--- src/rtl/up_dp_param.sv ---
// up_dp_param: parametrised accumulator datapath with IR, A, PC, SP, C/V flags, output register and 2^AW x DW RAM
module up_dp_param #(
  parameter int DW = 8,
  parameter int AW = 5
) (
  input  logic             CLOCK,
  input  logic             RESET,
  input  logic [DW-1:0]    Input,
  input  logic             IRload,
  input  logic             PCload,
  input  logic [1:0]       PCsel,
  input  logic [1:0]       Msel,
  input  logic             MemWr,
  input  logic             Wsel,
  input  logic             Aload,
  input  logic [1:0]       Asel,
  input  logic [1:0]       ALUop,
  input  logic [1:0]       SPop,
  input  logic             Outload,
  output logic             Aeq0,
  output logic             Apos,
  output logic             Cflag,
  output logic             Vflag,
  output logic [DW-AW-1:0] IR,
  output logic [DW-1:0]    Output
);
  localparam int OPW = DW - AW;
  logic [DW-1:0] instr, a, m, b, res, wdata, a_next;
  logic [DW-1:0] mem [2**AW];
  logic [AW-1:0] pc, sp, addr, pc_inc, sp_inc, sp_dec, pc_next, sp_next;
  logic [DW:0]   sum;
  logic          c, v, cin, v_next;
  always_comb begin
    pc_inc  = pc + 1'b1;
    sp_inc  = sp + 1'b1;
    sp_dec  = sp - 1'b1;
    addr    = Msel == 2'b00 ? pc : Msel == 2'b01 ? instr[AW-1:0] : Msel == 2'b10 ? sp : sp_inc;
    m       = mem[addr];
    b       = ALUop[0] ? ~m : m;
    cin     = ALUop[1] ? c : ALUop[0];
    sum     = {1'b0, a} + {1'b0, b} + {{DW{1'b0}}, cin};
    res     = sum[DW-1:0];
    v_next  = (a[DW-1] == b[DW-1]) && (res[DW-1] != a[DW-1]);
    wdata   = Wsel ? {{OPW{1'b0}}, pc_inc} : a;
    pc_next = PCsel == 2'b00 ? pc_inc : PCsel == 2'b01 ? instr[AW-1:0] : PCsel == 2'b10 ? m[AW-1:0] : pc;
    sp_next = SPop == 2'b01 ? sp_dec : SPop == 2'b10 ? sp_inc : sp;
    a_next  = Asel == 2'b00 ? res : Asel == 2'b01 ? Input : Asel == 2'b10 ? m : a;
  end
  always_ff @(posedge CLOCK or posedge RESET) begin
    if (RESET) begin
      instr  <= '0;
      a      <= '0;
      pc     <= '0;
      sp     <= '1;
      c      <= 1'b0;
      v      <= 1'b0;
      Output <= '0;
    end else begin
      if (IRload) instr <= m;
      if (PCload) pc <= pc_next;
      sp <= sp_next;
      if (Aload) a <= a_next;
      if (Aload && Asel == 2'b00) begin
        c <= sum[DW];
        v <= v_next;
      end
      if (Outload) Output <= a;
    end
  end
  always_ff @(posedge CLOCK) begin
    if (MemWr) mem[addr] <= wdata;
  end
  assign Aeq0  = a == '0;
  assign Apos  = ~a[DW-1];
  assign Cflag = c;
  assign Vflag = v;
  assign IR    = instr[DW-1:AW];
endmodule

--- config.mk ---
export PLATFORM = sky130hd
export DESIGN_NAME = up_dp_param
export DESIGN_NICKNAME = d
export VERILOG_FILES = /design/src/rtl/up_dp_param.sv
export SDC_FILE = /design/constraint.sdc
export NUM_CORES = 1
export LEC_CHECK = 0
export BUFFER_PORTS_ARGS = -buffer_cell sky130_fd_sc_hd__buf_2
export CAP_MARGIN = 20
export CORE_ASPECT_RATIO = 1.5
export CORE_MARGIN = 5
export CORE_UTILIZATION = 44
export DETAILED_ROUTE_END_ITERATION = 7
export SLEW_MARGIN = 40
export SYNTH_ARGS = -nofsm -noshare
export SYNTH_HDL_FRONTEND = slang
export SYNTH_SLANG_ARGS = --single-unit
--- constraint.sdc ---
create_clock -name CLOCK -period 5.25 [get_ports CLOCK]
set_clock_uncertainty 0.2 [all_clocks]
set_input_delay 0.525 -clock CLOCK [delete_from_list [all_inputs] [get_ports CLOCK]]
set_output_delay 0.525 -clock CLOCK [all_outputs]
set_load 0.01 [all_outputs]
# Word-level counts from Yosys, hierarchy flattened
# Memory sizes are Yosys's and may differ from the RTL's.
# Cells that the tools add are included.
[word_totals]
regBits = 36
ramBits = 256
output_inout_bits = 15
wordCells = 52
mem_count = 1
[memory_table]
columns = ["memory", "words", "width", "read_ports", "rd_ports_with_merged_regs", "write_ports", "line", "rtl"]
rows = [
  ["mem", 32, 8, 1, 0, 1, "29", "logic [DW-1:0] mem [2**AW];"],
]
[op_classes]
n_addsub = 5
eq_ne = 10
muxes = 16
bitwise_logic = 2
reduce_logical = 11
[op_table]
columns = ["cell", "n"]
rows = [
  ["2-to-1 mux 5 bit", 8],
  ["2-to-1 mux 8 bit", 5],
  ["adder 5 x 1 -> 5 bit, second input constant", 2],
  ["adder 8 x 8 -> 9 bit", 1],
  ["adder 9 x 1 -> 9 bit", 1],
  ["== test 2 x 1 -> 1 bit, second input constant", 4],
  ["== test 2 bit, second input constant", 4],
  ["logical NOT 8 bit", 1],
  ["inverter 8 bit", 1],
  ["logical NOT 2 bit", 3],
  ["nonzero test 3 bit", 2],
  ["subtractor 5 x 1 -> 5 bit, second input constant", 1],
  ["AND reduction 2 bit", 2],
  ["2-to-1 mux 1 bit", 3],
  ["logical AND 1 bit", 2],
  ["nonzero test 2 bit", 1],
  ["== test 1 bit", 1],
  ["inequality test 1 bit", 1],
  ["inverter 1 bit", 1],
]

# Logic depth before layout (Yosys ltp)
# Gate-level depths: netlist of the first run.
# An unclocked memory read counts as a cell.
[logic_depth]
word_depth = 11
mapped_depth = 20

# Worst setup path before layout of the first run
# Ideal clock, no wire load.
[synth_timing]
kind = "reg-to-reg"
from = "register sp[0]"
to = "register a[6]"
arrival_time_ps = 4514
required_ps = 4963
slack_ps = 449
stages_incl_launch_ff = 21
path_cell_list = "dfstp_2 > buf_2 > inv_1 > ha_1 > inv_1 > mux4_2 > buf_2 > buf_2 > mux2i_1 > o22ai_1 > nor4_2 > xor2_1 > fa_1 > fa_1 > a21o_1 > a21oi_1 > o21bai_1 > a21oi_1 > mux2i_1 > nand3_1 > o211ai_1"
[synth_via]
elab_chain_cells = 10
elab_cells_between_ends = 12
cone_classes = "add/sub (3); mux (7); bitwise (1); memory (1)"
[synth_rtl]
columns = ["element", "line", "rtl"]
rows = [
  ["start, declared", "30", "logic [AW-1:0] pc, sp, addr, pc_inc, sp_inc, sp_dec, pc_next, sp_next;"],
  ["start signal, assigned", "61", "sp <= sp_next;"],
  ["adder 5 x 1 -> 5 bit", "35", "sp_inc = sp + 1'b1;"],
  ["2-to-1 mux 5 bit * (3 in series)", "37", "addr = Msel == 2'b00 ? pc : Msel == 2'b01 ? instr[AW-1:0] : Msel == 2'b10 ? sp : sp_inc;"],
  ["memory read (32 x 8 bit) *", "-", ""],
  ["inverter 8 bit", "39", "b = ALUop[0] ? ~m : m;"],
  ["2-to-1 mux 8 bit", "39", ""],
  ["adder 8 x 8 -> 9 bit", "41", "sum = {1'b0, a} + {1'b0, b} + {{DW{1'b0}}, cin};"],
  ["adder 9 x 1 -> 9 bit", "41", ""],
  ["2-to-1 mux 8 bit *", "47", "a_next = Asel == 2'b00 ? res : Asel == 2'b01 ? Input : Asel == 2'b10 ? m : a;"],
  ["end signal, assigned", "62", "if (Aload) a <= a_next;"],
  ["end, declared", "28", "logic [DW-1:0] instr, a, m, b, res, wdata, a_next;"],
]
# Mark *: on every way between the ends. The rest lies on a longest branch, timed or not. The select of a mux whose other input is x is not followed.
# A chain may end at the register's enable or synchronous reset.

# Worst setup path after layout of the first run
[layout_timing]
from = "register sp[0]"
to = "register a[5]"
# Same word-level chain as after synthesis.

==> flow_summary.ini, run 1 <==
[die]
io_pins = 41
die_x_um = 149
dieArea_sq_mm = 0.0325
die_height_um = 218
fp.coreArea_sq_mm = 0.0286
row_count = 76
start_util = 0.445

[yosys]
synth.most_common_cell = edfxtp_1
synth_top_area_share = 0.604
synthArstFlopShare = 0.123
yosysWarnings = 0
synthTopCellsByCount = edfxtp_1 (256), nand2_1 (130), a211oi_1 (55)
netlist_area_sq_mm = 0.0127
seq_area_frac_synth = 0.675
synth-seq-cells = 292
yosysTopAreaCell = edfxtp_1
ys_types = 53
ys.flop_type = edfxtp_1
synth_area_per_cell_sq_um = 13.6
syn_nets = 972
synth-edff-count = 256
synth_cells = 933
synth_area_leaders = edfxtp_1 (60%), dfrtp_1 (6.1%), nand2_1 (3.8%)

[global_route]
antenna_found_initial = 0
grt.overflow.total = 0
grt_pass1_wl_um = 47500
grt_max_degree = 46
track_usage = 0.193
grt_pass1_vias = 7945

[clocking]
cts_htree_levels = 1
cts_num_sinks = 292
clk_pin_slew_ns = 0.07
cts_tree = yes
cts_root_buf = clkbuf_16
clk_latency_ns = 0.54
cts_made_buffers = 27
clockBufferDepth = 3

[setup_path]
arrival_ns = 5.25
worst_setup_path_end_kind = register
reg2regPathDepth = 18
path_max_fanout = 7
cp_slowest_cell = mux4_4
critPathBufInv = 2
worstSetupPathType = register to register
crit_path_frequent_cell = ha_1
cp_cell_sequence = inv_1, ha_1, mux4_4, buf_4, nor2b_1, a211oi_1, a31oi_1, o22ai_1, or4_4, xnor2_2, ha_1, a21o_1, a21oi_2, o21bai_1, a21oi_1, xnor2_1, mux2i_1, a221oi_2
crit_family = compound AO/OA/AOI/OAI gates
crit_path_max_incr_delay_ns = 0.73
required_ns = 5.50
cp.depth = 18
startpoint_type = register

[route]
wl_met1_um = 11800
drc = 0
vias = 7864
route.met2.wl_um = 16600
highest_layer = met4
wl_met3_um = 1670
wl_per_cell_um = 22.4
via_per_inst = 5.58
drt_iter0_markers = 525
wirelength_um = 31600
antenna_left = 0
drt_first_pass_iters = 7

[finish]
seq_area_sq_mm = 0.00859
fillCellCount = 2402
drive_gt1_frac = 0.200
final_area_sq_mm = 0.0146
multi_input_area_sq_mm = 0.00384
area_growth_pct = 15.0
fin_util = 0.511
num-nets-final = 1043
diodes = 0

[placed_design]
port-buffer-count = 40
postPlaceCellArea_sq_mm = 0.0136
dp_hpwl_um = 21300
gp_congestion = 0.865

[sta]
finalSetupViolCount = 0
slew_violations = 0
max_freq_mhz = 200
final_hold_viol_count = 0
worstMarginPinSlew_ns = 0.890
slew-limit-headroom = 0.404
period_share = 0.952
totalNegativeSetupSlack_ns = 0
period_needed_ns = 5.00

[run]
cap_violations = 0

[power_and_ir_drop]
internal_power_mw = 6.08
swShare = 0.384
pwr-share-clk = 0.199
pwr_density_cell_mw_per_mm2 = 674
seqPwrFrac = 0.337
pwr-share-comb = 0.464
p_leak_nw = 5.14
peakVddDrop_mv = 0.306
p_switching_mw = 3.79
fin_total_pwr_mw = 9.86

[min_path]
whs_path_depth = 2
hp-class = primary input to register

[outcome]
status = finished, final reports clean
## registers in the layout, indices dropped and copies added (netlist names)
signal and count:
mem 256, Output 8, a 8, instr 8, pc 5, sp 5, Cflag 1, Vflag 1
## power by group through the flow
| stage | Sequential, mW | Clock, mW | Combinational [mW] |
|---|---|---|---|
| floorplan | 3.31 | 0 | 2.84 |
| global placement | 3.37 | 0 | 4.36 |
| detailed placement | 3.38 | 0 | 4.39 |
| CTS | 3.33 | 1.99 | 4.41 |
| global route | 3.36 | 2.09 | 4.97 |
| finish | 3.33 | 1.96 | 4.57 |
## cells by family (layout without fill, tap and decap cells)
kind of cell	count (synthesis)	count (layout)	share of synthesized area
muxes	62	62	0.0599
DFF	292	292	0.675
xor gates and xnor gates	25	25	0.0172
and+or+nand+nor	275	275	0.103
adders and majority gates	13	13	0.0140
AOI/OAI and AO/OA	186	186	0.0992
buffers and inverters	80	167	0.0313
## layer usage
layer,track usage,vias to the layer above
met3,0.0280,67
met1,0.218,3902
met4,0.0947,0
met2,0.352,231
met5,0,-
li1,-,3664
## placed cells by master (no fill, tap or decap), types with 12 or more instances in the layout
master / netlist / routed
nand3_1: 13 / 13
xnor2_1: 16 / 15
nor2_2: 0 / 12
edfxtp_1: 256 / 256
clkbuf_16: 0 / 28
dfrtp_1: 31 / 31
nor2b_1: 53 / 51
mux2_2: 13 / 13
buf_2: 21 / 40
inv_1: 20 / 20
buf_4: 9 / 51
mux2i_1: 39 / 36
nand2_1: 130 / 130
a211oi_1: 55 / 55
a31oi_1: 50 / 49
o22ai_1: 31 / 31
nor2_1: 49 / 37
## worst register-to-register path: stages (launching register included)
cell,delay (ns)
dfstp_2,0.60
inv_1,0.06
ha_1,0.33
mux4_4,0.73
buf_4,0.20
nor2b_1,0.11
a211oi_1,0.06
a31oi_1,0.29
o22ai_1,0.14
or4_4,0.59
xnor2_2,0.18
ha_1,0.29
a21o_1,0.19
a21oi_2,0.18
o21bai_1,0.10
a21oi_1,0.19
xnor2_1,0.13
mux2i_1,0.09
a221oi_2,0.25
## what timing repair did
action	in CTS	in global routing
buffers inserted	0	4
hold buffers	1	0
gates resized for setup	0	10
setup endpoints to repair	0	6
endpoints found under the hold margin	31	0
## path summary, 6_finish.rpt
check	start	to	slack, ns
max	sp[0]	a[5]	0.25
min	PCload	pc[0]	0.11
max reg2reg	sp[0]	a[5]	0.25
min reg2reg	Vflag	Vflag	0.27
max in group asynchronous	RESET	Output[7]	4.05
min in group asynchronous	RESET	instr[0]	0.45
## area by class of cell
cell class / count / share of cell area
flip-flops and latches: 292 / 0.587
inverters: 21 / 0.00538
clock inverters: 14 / 0.0121
multi-input cells: 561 / 0.262
well taps: 390 / 0.0333
clock buffers: 31 / 0.0472
repair buffers: 101 / 0.0526
## metrics by stage
| step | setup WS [ns] | cells | hold WS (ns) |
|---|---|---|---|
| final | 0.253 | 1410 | 0.105 |
| after detailed placement | 0.109 | 1359 | 0.264 |
| after CTS | 0.111 | 1405 | 0.0914 |
| after global placement | 0.174 | 1359 | 0.267 |
| after global routing | -0.0120 | 1410 | 0.120 |
| after floorplan | 0.449 | 933 | 0.292 |
Power figures use the tool's default switching activity.
==> inputs of run 2 (changes only) <==
--- a/config.mk
+++ b/config.mk
@@ -7,7 +7,7 @@
 export LEC_CHECK = 0
 export BUFFER_PORTS_ARGS = -buffer_cell sky130_fd_sc_hd__buf_2
 export CAP_MARGIN = 20
-export CORE_ASPECT_RATIO = 1.5
+export CORE_ASPECT_RATIO = 0.75
 export CORE_MARGIN = 5
 export CORE_UTILIZATION = 44
 export DETAILED_ROUTE_END_ITERATION = 7
==> constraint.sdc (replaced) <==
create_clock -name CLOCK -period 5.7 [get_ports CLOCK]
set_clock_uncertainty 0.2 [all_clocks]
set_input_delay 0.57 -clock CLOCK [delete_from_list [all_inputs] [get_ports CLOCK]]
set_output_delay 0.57 -clock CLOCK [all_outputs]
set_load 0.01 [all_outputs]
==> run 2 against run 1 <==
Net effect:
- final cell count shrank 1.1%
- power down 11%
- largest power group unchanged
- fmax decreased by 7.1%
- sequential power is 7.2% lower
- first-iteration DRC count rose by 38%
- clock power fell by 12%
==> flow_summary.ini, run 2 (same netlist as run 1, synthesis figures left out) <==
[outcome]
status = finished, final reports clean

[global_route]
grt.overflow.total = 0
antenna_found_initial = 0
grt_pass1_vias = 7379
track_usage = 0.190
grt_pass1_wl_um = 46700
grt_max_degree = 47

[setup_path]
rr_startpoint = sp[1]
crit_path_frequent_cell = a211oi_1
r2r_slack_ns = 0.32
reg2regPathDepth = 17
startpoint_type = register
crit_path_max_incr_delay_ns = 0.81
crit_family = compound AO/OA/AOI/OAI gates
critPathBufInv = 2
cp_slowest_cell = mux4_4
worstSetupPathType = register to register
path_max_fanout = 19
required_ns = 5.95
cp_cell_sequence = inv_2, ha_1, mux4_4, buf_4, nor2b_1, a211oi_1, a31oi_1, o22ai_1, or4_4, xnor2_1, ha_1, a21oi_1, o21bai_1, nand2_1, a2111oi_0, a211oi_1, a211oi_1
worst_setup_path_end_kind = register
arrival_ns = 5.63
reg2reg_to = a[7]

[finish]
final_area_sq_mm = 0.0144
diodes = 0
layout_commonest_cell = edfxtp_1
drive_gt1_frac = 0.181
regMostFlops = mem
final_cell_mix = edfxtp_1 (256), nand2_1 (130), a211oi_1 (55), nor2b_1 (51), a31oi_1 (50)
area_growth_pct = 13.3
largest_reg_flops = 256
fin_util = 0.511
num-nets-final = 1030

[clocking]
clk_latency_ns = 0.55
clockBufferDepth = 3
clk_pin_slew_ns = 0.07
cts_tree = yes
cts_made_buffers = 27
cts_num_sinks = 292
cts_htree_levels = 1
cts_root_buf = clkbuf_16

[sta]
worstMarginPinSlew_ns = 0.843
slew-limit-headroom = 0.436
finalSetupViolCount = 0
period_share = 0.944
rsz0062_at_grt = no
max_freq_mhz = 186
period_needed_ns = 5.38
final_hold_viol_count = 0
slew_violations = 0
totalNegativeSetupSlack_ns = 0

[placed_design]
dp_hpwl_um = 20400
gp_congestion = 0.848
postPlaceCellArea_sq_mm = 0.0135
port-buffer-count = 40

[route]
drc = 0
wl_per_cell_um = 22.9
antenna_left = 0
drt_iter0_markers = 723
wirelength_um = 31900
vias = 7961
drt_first_pass_iters = 6
via_per_inst = 5.71

[die]
row_count = 53
dieArea_sq_mm = 0.0325
die_x_um = 206
die_height_um = 157
io_pins = 41
fp.coreArea_sq_mm = 0.0282
start_util = 0.451

[min_path]
min-delay-start = Aload
holdPathEnd = a[7]
whs_path_depth = 3
hp-class = primary input to register

[run]
cap_violations = 0

[power_and_ir_drop]
p_leak_nw = 5.01
fin_total_pwr_mw = 8.77
peakVddDrop_mv = 0.284
pwr_density_cell_mw_per_mm2 = 608
[run 2: cell types whose count changed in the layout (fill, tap and decap cells not counted), moves of 3 or more]
cell / before / now
buf_4: 51 / 43
clkbuf_1: 4 / 12
nor2_1: 37 / 30
nor2_2: 12 / 18
buf_12: 6 / 1
a21oi_1: 10 / 13
a21oi_2: 7 / 4
clkinv_2: 4 / 1
[run 2: timing repair]
| action | CTS | global route |
|---|---|---|
| endpoints found under the hold margin | 31 | 0 |
| setup buffers | 0 | 2 |
| endpoints found under the setup margin | 0 | 3 |
| resized for setup | 0 | 1 |
| hold buffers | 1 | 0 |
[run 2: worst max path at each step]
stage	startpoint	to	slack, ns	cells after the start
detailed placement	sp[0]	a[6]	0.32	18
global route	sp[1]	a[6]	0.03	18
CTS	sp[0]	a[6]	0.28	18
global placement	sp[0]	a[6]	0.36	18
finish	sp[1]	a[7]	0.32	17
floorplan	sp[0]	a[6]	0.90	20
[run 2: stage by stage]
stage                     std cells  setup WS, ns  hold WS, ns
after floorplan                 933         0.899        0.292
after global placement         1341         0.362        0.260
after detailed placement       1342         0.315        0.275
after CTS                      1391         0.276        0.142
after global routing           1395        0.0262        0.184
final                          1395         0.321        0.167
[run 2: cell type report]
class	count	area (sq um)
fill	2436	13800
sequential	292	8590
multi-input combinational	563	3880
tap	385	482
clock buffer	39	721
clock inverter	9	92.6
inverter	21	78.8
timing repair buffer	86	581
[run 2: metal layers]
metal	global-route usage	routed length, um	up-vias
met5	0	0	-
met2	0.258	13300	260
met4	0.0418	607	0
met3	0.0375	2170	40
li1	-	-	3653
met1	0.313	15900	4008
[run 2: report_power, final]
group	switching, mW	internal (mW)	leakage, nW
registers	0.215	2.88	2.73
clock network	0.757	0.965	0.391
logic	2.49	1.47	1.89
total	3.46	5.31	5.01
[run 2: worst register-to-register path, cell delays in order (launching register included)]
cell	delay [ns]
dfstp_2	0.68
inv_2	0.06
ha_1	0.40
mux4_4	0.81
buf_4	0.29
nor2b_1	0.13
a211oi_1	0.06
a31oi_1	0.25
o22ai_1	0.19
or4_4	0.56
xnor2_1	0.15
ha_1	0.33
a21oi_1	0.10
o21bai_1	0.20
nand2_1	0.12
a2111oi_0	0.38
a211oi_1	0.12
a211oi_1	0.24
